--- src/rtl/idma_rd_arbiter.sv ---
// -----------------------------------------------------------------------------
// idma_rd_arbiter
//
// Shares one iDMA read channel between two read requesters. One read is in
// flight at a time. Arbitration is round-robin between the two requesters.
// The granted address and word count are registered and presented to the DMA.
// Returned beats are steered only to the granted requester. The channel is
// released after the final beat.
//
// Ports
//   clk, rst_n                      clock, asynchronous active-low reset
//   sN_rd_req/addr/num              requester N read request (held until ready)
//   sN_rd_addr_ready                requester N request accepted (1-cycle pulse)
//   sN_rd_data_valid/ready/last     requester N beat handshake and last flag
//   s_rd_data                       beat data shared by both requesters
//   m_rd_req/addr/num/addr_ready    DMA request channel
//   m_rd_data_valid/data/ready      DMA beat channel
//   busy                            a read is in progress
//   grant_id                        current or most recent granted requester
//
// state | meaning
// ------+-------------------------------------------------------------
// IDLE  | channel free; a pending request is granted combinationally
// ADDR  | m_rd_req held with the latched address/count until DMA accepts
// DATA  | beats are forwarded to the granted requester until the last one
// -----------------------------------------------------------------------------
module idma_rd_arbiter #(
    parameter int ADDR_WIDTH = 32,
    parameter int DATA_WIDTH = 256,
    parameter int CNT_W      = 13
) (
    input  logic                  clk,
    input  logic                  rst_n,

    input  logic                  s0_rd_req,
    input  logic [ADDR_WIDTH-1:0] s0_rd_addr,
    input  logic [31:0]           s0_rd_num,
    output logic                  s0_rd_addr_ready,
    output logic                  s0_rd_data_valid,
    input  logic                  s0_rd_data_ready,
    output logic                  s0_rd_data_last,

    input  logic                  s1_rd_req,
    input  logic [ADDR_WIDTH-1:0] s1_rd_addr,
    input  logic [31:0]           s1_rd_num,
    output logic                  s1_rd_addr_ready,
    output logic                  s1_rd_data_valid,
    input  logic                  s1_rd_data_ready,
    output logic                  s1_rd_data_last,

    output logic [DATA_WIDTH-1:0] s_rd_data,

    output logic                  m_rd_req,
    output logic [ADDR_WIDTH-1:0] m_rd_addr,
    output logic [31:0]           m_rd_num,
    input  logic                  m_rd_addr_ready,
    input  logic                  m_rd_data_valid,
    input  logic [DATA_WIDTH-1:0] m_rd_data,
    output logic                  m_rd_data_ready,

    output logic                  busy,
    output logic                  grant_id
);

    typedef enum logic [1:0] {
        IDLE = 2'd0,
        ADDR = 2'd1,
        DATA = 2'd2
    } state_t;

    state_t                r_state;
    logic                  r_last_grant;
    logic                  r_grant_id;
    logic [CNT_W-1:0]      r_beat_cnt;
    logic [CNT_W-1:0]      r_beats;
    logic [ADDR_WIDTH-1:0] r_addr;
    logic [31:0]           r_num;

    logic                  w_grant_any;
    logic                  w_grant_sel;
    logic                  w_grant;
    logic [ADDR_WIDTH-1:0] w_sel_addr;
    logic [31:0]           w_sel_num;
    logic                  w_in_data;
    logic                  w_g_ready;
    logic                  w_data_hs;
    logic                  w_last_beat;

    // With both requesting, the one that did not win last time goes next.
    assign w_grant_any = s0_rd_req | s1_rd_req;
    assign w_grant_sel = (s0_rd_req && s1_rd_req) ? ~r_last_grant : s1_rd_req;
    assign w_grant     = (r_state == IDLE) && w_grant_any;
    assign w_sel_addr  = w_grant_sel ? s1_rd_addr : s0_rd_addr;
    assign w_sel_num   = w_grant_sel ? s1_rd_num  : s0_rd_num;

    assign w_in_data   = (r_state == DATA);
    assign w_g_ready   = r_grant_id ? s1_rd_data_ready : s0_rd_data_ready;
    assign w_data_hs   = w_in_data && m_rd_data_valid && w_g_ready;
    // Only meaningful in DATA, where r_beats is known to be non-zero.
    assign w_last_beat = (r_beat_cnt == (r_beats - CNT_W'(1)));

    always_ff @(posedge clk or negedge rst_n) begin
        if (!rst_n) begin
            r_state      <= IDLE;
            r_last_grant <= 1'b1;
            r_grant_id   <= 1'b0;
            r_beat_cnt   <= '0;
            r_beats      <= '0;
            r_addr       <= '0;
            r_num        <= '0;
        end else begin
            case (r_state)
                IDLE: begin
                    if (w_grant) begin
                        r_addr     <= w_sel_addr;
                        r_num      <= w_sel_num;
                        r_beats    <= w_sel_num[CNT_W+2:3];
                        r_grant_id <= w_grant_sel;
                        r_state    <= ADDR;
                    end
                end
                ADDR: begin
                    if (m_rd_addr_ready) begin
                        r_beat_cnt <= '0;
                        if (r_beats == '0) begin
                            // Zero-length read: nothing to return, free the channel.
                            r_last_grant <= r_grant_id;
                            r_state      <= IDLE;
                        end else begin
                            r_state <= DATA;
                        end
                    end
                end
                DATA: begin
                    if (w_data_hs) begin
                        if (w_last_beat) begin
                            r_beat_cnt   <= '0;
                            r_last_grant <= r_grant_id;
                            r_state      <= IDLE;
                        end else begin
                            r_beat_cnt <= r_beat_cnt + CNT_W'(1);
                        end
                    end
                end
                default: r_state <= IDLE;
            endcase
        end
    end

    assign s0_rd_addr_ready = w_grant && !w_grant_sel;
    assign s1_rd_addr_ready = w_grant &&  w_grant_sel;

    assign m_rd_req         = (r_state == ADDR);
    assign m_rd_addr        = r_addr;
    assign m_rd_num         = r_num;

    // Outside DATA the DMA is held off, so early beats wait rather than drop.
    assign m_rd_data_ready  = w_in_data && w_g_ready;

    assign s0_rd_data_valid = w_in_data && !r_grant_id && m_rd_data_valid;
    assign s1_rd_data_valid = w_in_data &&  r_grant_id && m_rd_data_valid;
    assign s0_rd_data_last  = s0_rd_data_valid && w_last_beat;
    assign s1_rd_data_last  = s1_rd_data_valid && w_last_beat;
    assign s_rd_data        = m_rd_data;

    assign busy             = (r_state != IDLE);
    assign grant_id         = r_grant_id;

endmodule

--- config.mk ---
export PLATFORM = sky130hd
export DESIGN_NAME = idma_rd_arbiter
export DESIGN_NICKNAME = d
export VERILOG_FILES = /design/src/rtl/idma_rd_arbiter.sv
export SDC_FILE = /design/constraint.sdc
export NUM_CORES = 1
export LEC_CHECK = 0
export ABC_AREA = 0
export CORE_AREA = 3 3 283 285
export DETAILED_ROUTE_END_ITERATION = 7
export DIE_AREA = 0 0 286 288
export MAX_ROUTING_LAYER = met4
export PLACE_DENSITY_LB_ADDON = 0.08
export REMOVE_ABC_BUFFERS = 1
export SLEW_MARGIN = 40
export SYNTH_ARGS = -nofsm -noshare
export SYNTH_HDL_FRONTEND = slang
export SYNTH_SLANG_ARGS = --single-unit
export TNS_END_PERCENT = 1
--- constraint.sdc ---
create_clock -name clk -period 4.3 [get_ports clk]
set_input_delay 0.86 -clock clk [delete_from_list [all_inputs] [get_ports clk]]
set_output_delay 0.86 -clock clk [all_outputs]
set_load 0.05 [all_outputs]
==> results.toml, run 1 <==
[status]
outcome = "finished, final reports clean"

[die]
coreArea_um2 = 77600
die_w_um = 286
rows = 102
start_util_pct = 7.80
design.die.area_um2 = 82400
fp.dieH_um = 288
ios = 722

[sta]
slew_violations = 0
fmax_mhz = 244
relSlewSlack_pct = 45.3
totalNegativeSetupSlack_ns = 0
hold_viol = 0
layout_min_cycle_time_ns = 4.11
fin_worst_skew_ns = 0.0149
rsz0062_at_grt = "false"
timing_worst_slew_pin_value_ns = 0.817
finalCritPeriodShare_pct = 95.5
setup_viol = 0

[layout]
mostFrequentLayoutCells = "205 x clkdlybuf4s50_1, 80 x dfrtp_1, 74 x inv_1, 64 x a222oi_1, 22 x nand2_1"
fin_cells = 1687
syn_to_final_growth_pct = 31.8
final_util_pct = 10.3
fill_cells = 9038
final_common_cell = "clkdlybuf4s50_1"
final_cell_area_um2 = 7980
multi_input_area_um2 = 1750
seqCellArea_um2 = 2030
drive_gt1_share_pct = 9.98
fin_nets = 1021

[cts]
cts_buffers = 9
ctsResizeCount = 1
path_clk_slew_ns = 0.08
h-tree-depth = 3
post-cts-setup-buffer-count = 0
clock_latency_ns = 0.39
cts_sinks = 81
clockBufferDepth = 2
hold_buffers = 0
cts_tree = "built"
root_buffer = "clkbuf_16"

[critical_path]
critPathMaxStageDelay_ns = 0.48
path_class = "register to primary output"
ff2ff_path_depth = 8
cp_top_family = "simple AND/OR/NAND/NOR gates"
crit_arrival_ns = 3.25
crit_cells = 9
crit_path_max_fanout = 10
required_ns = 3.44
cp-end-kind = "primary output"
critical_path.cell_chain = "buf_4 -> or3_4 -> or3_1 -> a21oi_1 -> nor2_1 -> or3_1 -> or3_1 -> nor3_2 -> buf_12"
crit_slowest_cell = "or3_1"
cp_num_buf_inv = 2
reg2reg_slack_ns = 1.23
start_kind = "register"
crit_top_cell = "or3_1"

[synthesis]
synthTopCellsByArea = "dfrtp_1 33%, buf_4 32%, a222oi_1 11%, inv_1 4.6%, clkbuf_1 1.8%"
synth_cells = 676
synth_ff_type = "dfrtp_1"
ys_seq_elements = 81
netlist-cell-type-count = 49
syn_area_per_cell_um2 = 8.95
synth_edf_count = 0
yosysWarningCount = 0
ys_seq_area_share_pct = 33.5
async_reset_ff_share_pct = 100
yosys.area.top_type = "dfrtp_1"
synth_area_um2 = 6050
synth_top_area_share_pct = 33.1

[global_route]
overflow = 0
grt_first_pass_wirelength_um = 122000
track_usage_pct = 26.4
grt_max_degree = 65
grt_pass1_vias = 5332
antenna_found_initial = 16

[routing]
wire_per_inst_um = 64.4
post-route-drc-count = 0
drt-total-wl_um = 109000
num_vias = 5674
postRouteAntennaNets = 0
first_pass_iters = 6
drtIter0Drc = 593
viasPerCell = 3.36

[hold_path]
hp-class = "input port to asynchronous set/reset pin"

[placement]
dpl.cell_count = 1655
place_area_um2 = 7610
port_buffers = 209
place_congestion = 1.17
dpl.hpwl_um = 100000

[power_and_ir_drop]
p_leak_uw = 0.00303
peakVddDrop_v = 0.000237
power_uw = 5790
powerDensity_nw_per_um2 = 725

[run]
max_cap_viol_count = 0
flip-flops by register name, summed over array words and instances, names as in the netlist:
| name | cells |
|---|---|
| grant_id | 1 |
| m_rd_addr | 32 |
| m_rd_num | 20 |
| r_beat_cnt | 13 |
| r_beats | 12 |
| r_last_grant | 1 |
| r_state | 2 |
path summary, 6_finish.rpt:
kind                                     from         endpoint
worst max-delay path               r_beats[1]  s0_rd_data_last
worst min-delay path                    rst_n     m_rd_num[15]
worst max register to register  r_beat_cnt[6]     r_last_grant
worst min register to register   m_rd_num[19]     m_rd_num[19]
max in group asynchronous               rst_n     m_rd_num[27]
min in group clk                 m_rd_num[19]     m_rd_num[19]
synthesized netlist by cell type, types with 4 or more instances:
| cell | count |
|---|---|
| or2_2 | 5 |
| a31oi_1 | 8 |
| nor3_1 | 14 |
| a222oi_1 | 64 |
| a21oi_1 | 6 |
| buf_4 | 257 |
| nor4_1 | 4 |
| o21ai_0 | 7 |
| xor2_1 | 4 |
| inv_1 | 74 |
| o22ai_1 | 4 |
| nand2_1 | 22 |
| dfrtp_1 | 80 |
| o21ai_1 | 7 |
| or3_1 | 9 |
| nor2_1 | 17 |
| xnor2_1 | 8 |
| nor2b_1 | 5 |
| nand2b_1 | 4 |
| clkbuf_1 | 29 |
| nand3_1 | 6 |
logic make-up (layout without fill, tap and decap cells):
kind of cell | Yosys count | after routing | synth area share (%)
other | 0 | 16 | 0
AO/OA/AOI/OAI | 114 | 114 | 16.2
multiplexers | 3 | 3 | 0.579
XOR/XNOR | 12 | 12 | 1.74
AND/OR/NAND/NOR | 100 | 100 | 8.99
buffers and inverters | 364 | 319 | 38.5
adder cells (fa/ha/maj) | 2 | 2 | 0.413
flip-flops | 81 | 81 | 33.5
power breakdown:
group          total, µW  internal [µW]  switching [µW]
clock network        872            438             434
logic               3540           1210            2340
registers           1370           1090             282
total               5790           2730            3060
layout make-up:
type | instances | area share [%]
diodes | 16 | 0.502
inverters | 74 | 3.48
flip-flops and latches | 81 | 25.4
repair buffers | 230 | 28.9
well taps | 1040 | 16.3
multi-input cells | 231 | 21.9
clock inverters | 2 | 0.157
clock buffers | 13 | 3.39
per-layer routing:
| metal | GRT usage, % | part of all wire, % | vias up |
|---|---|---|---|
| li1 | - | - | 2017 |
| met2 | 43.2 | 48 | 1056 |
| met5 | - | 0 | - |
| met4 | 6.44 | 2.5 | 0 |
| met1 | 11.2 | 16 | 2541 |
| met3 | 41.8 | 34 | 60 |
through the flow:
stage               worst slack (ns)  hold slack (ns)
global route                  0.0545            0.346
detailed placement             0.373            0.494
global placement               0.378            0.504
CTS                           0.0331            0.519
floorplan                     -0.480            0.537
finish                         0.194            0.357
worst reg2reg max path, cell delays in order (launching register included):
cell and delay [ns]:
dfrtp_1 0.47, xnor2_1 0.41, nand3_1 0.12, a2111oi_0 0.66, buf_4 0.23, o32ai_2 0.10
nor4_4 0.49, o2bb2a_4 0.22, mux2_4 0.29
Note: power is estimated with default switching activity, not from simulation.
==> inputs of run 2 (changes only) <==
- CORE_AREA: 3 3 283 285 -> 2 2 282 284
- DIE_AREA: 0 0 286 288 -> 0 0 284 286
==> results.toml, run 2 (synthesized netlist as in run 1, its figures left out) <==
[layout]
fin_nets = 1022
final_common_cell = "clkdlybuf4s50_1"
fin_cells = 1700
mostFrequentLayoutCells = "205 x clkdlybuf4s50_1, 79 x dfrtp_1, 74 x inv_1, 64 x a222oi_1, 23 x buf_4"
syn_to_final_growth_pct = 32.1
drive_gt1_share_pct = 9.95
largest_reg_flops = 32

[cts]
clock_latency_ns = 0.40
root_buffer = "clkbuf_16"
path_clk_slew_ns = 0.09
cts_tree = "built"
clockBufferDepth = 2
cts_sinks = 81
h-tree-depth = 3
cts_buffers = 9

[critical_path]
required_ns = 3.44
crit_arrival_ns = 3.27
reg2reg_slack_ns = 1.22
cp-end-kind = "primary output"
crit_path_max_fanout = 7
critPathMaxStageDelay_ns = 0.49
ff2ff_path_depth = 9
cp_top_family = "simple AND/OR/NAND/NOR gates"
r2r_start = "r_beats[0]"
critical_path.cell_chain = "inv_1 -> ha_1 -> nor3_1 -> or3b_2 -> a211oi_2 -> nor2_1 -> or3_1 -> or3_1 -> nor3_2 -> buf_12"
path_class = "register to primary output"
crit_top_cell = "or3_1"
start_kind = "register"
cp_num_buf_inv = 2
reg2reg_to = "r_last_grant"
crit_slowest_cell = "or3b_2"

[power_and_ir_drop]
clkPwrFrac_pct = 16.5
switching_share_pct = 52.5
p_int_uw = 2790
power_uw = 5870
p_leak_uw = 0.00304
switching_power_uw = 3080
combPwrFrac_pct = 59.3
seqPwrFrac_pct = 24.2
peakVddDrop_v = 0.000233
powerDensity_nw_per_um2 = 735

[sta]
hold_viol = 0
layout_min_cycle_time_ns = 4.13
rsz0062_at_grt = "false"
whs_ns = 0.421
slew_violations = 0
finalCritPeriodShare_pct = 96.1
setup_viol = 0
timing_worst_slew_pin_value_ns = 0.690
relSlewSlack_pct = 52.8
fin_worst_skew_ns = 0.0250
fmax_mhz = 242

[routing]
postRouteAntennaNets = 0
num_vias = 5656
drt-total-wl_um = 110000
viasPerCell = 3.33
drtIter0Drc = 658
post-route-drc-count = 0
wire_per_inst_um = 64.5
first_pass_iters = 8

[die]
design.die.area_um2 = 81200
coreArea_um2 = 78400
start_util_pct = 7.72
die_w_um = 284
ios = 722
rows = 103
fp.dieH_um = 286

[placement]
dpl.hpwl_um = 102000
dpl.cell_count = 1665
place_congestion = 1.21
port_buffers = 209

[global_route]
track_usage_pct = 27.2
grt_max_degree = 50
antenna_found_initial = 17
grt_first_pass_wirelength_um = 124000
overflow = 0
grt_pass1_vias = 5527

[run]
max_cap_viol_count = 0

[hold_path]
hp-class = "input port to asynchronous set/reset pin"

[status]
outcome = "finished, final reports clean"
[run 2: worst max path at each step]
stage | from | endpoint | slack, ns | depth (start not counted)
after floorplan | s1_rd_req | r_state[0] | -0.48 | 2
after global placement | r_beats[0] | s0_rd_data_last | 0.16 | 10
after detailed placement | r_beats[0] | s0_rd_data_last | 0.19 | 10
after CTS | r_beats[0] | s1_rd_data_last | 0.04 | 10
after global routing | r_beats[1] | s0_rd_data_last | 0.01 | 10
final | r_beats[0] | s0_rd_data_last | 0.17 | 10
[run 2: metrics by stage]
stage / TNS (ns) / util [%] / setup slack [ns] / cell area (µm²)
global route: 0 / 10.2 / 0.0121 / 7990
CTS: 0 / 10.1 / 0.0447 / 7930
finish: 0 / 10.2 / 0.169 / 7990
detailed placement: 0 / 9.69 / 0.193 / 7600
floorplan: -22.65 / - / -0.480 / 4000
global placement: 0 / 9.69 / 0.165 / 7590
[run 2: metal layers]
| layer | share of wire, % | GRT usage, % |
|---|---|---|
| met5 | 0 | - |
| met4 | 4.5 | 10.7 |
| met1 | 15 | 11.2 |
| met3 | 34 | 42.9 |
| met2 | 46 | 42.9 |
[run 2: what timing repair did]
action                     in CTS  in global routing
setup endpoints to repair       2                  2
cloned                          0                  0
hold endpoints to repair        0                  0
gates resized for setup         3                  2
hold buffers                    0                  0
setup buffers                   0                  2
[run 2: power by group through the flow]
stage	Sequential [µW]	Clock, µW	Combinational [µW]
after floorplan	2360	0	1010
after global placement	1450	0	3530
after detailed placement	1430	0	3480
after CTS	1430	1040	3490
after global routing	1470	1050	3680
final	1420	969	3480
[run 2: cell type report]
type	count	area, µm²
Fill cell	9126	70400
Timing Repair Buffer	231	2280
Multi-Input combinational cell	231	1730
Clock buffer	10	229
Inverter	74	278
Antenna cell	17	42.5
Tap cell	1050	1310
Sequential cell	81	2030
Clock inverter	6	91.3
[run 2: worst reg2reg max path: stages, from the launching register on]
cell	delay, ns
dfrtp_2	0.42
inv_1	0.06
ha_1	0.21
nor3_1	0.25
nand3_1	0.11
a2111oi_0	0.65
o32ai_2	0.23
nor4_4	0.62
o2bb2a_4	0.22
mux2_4	0.29
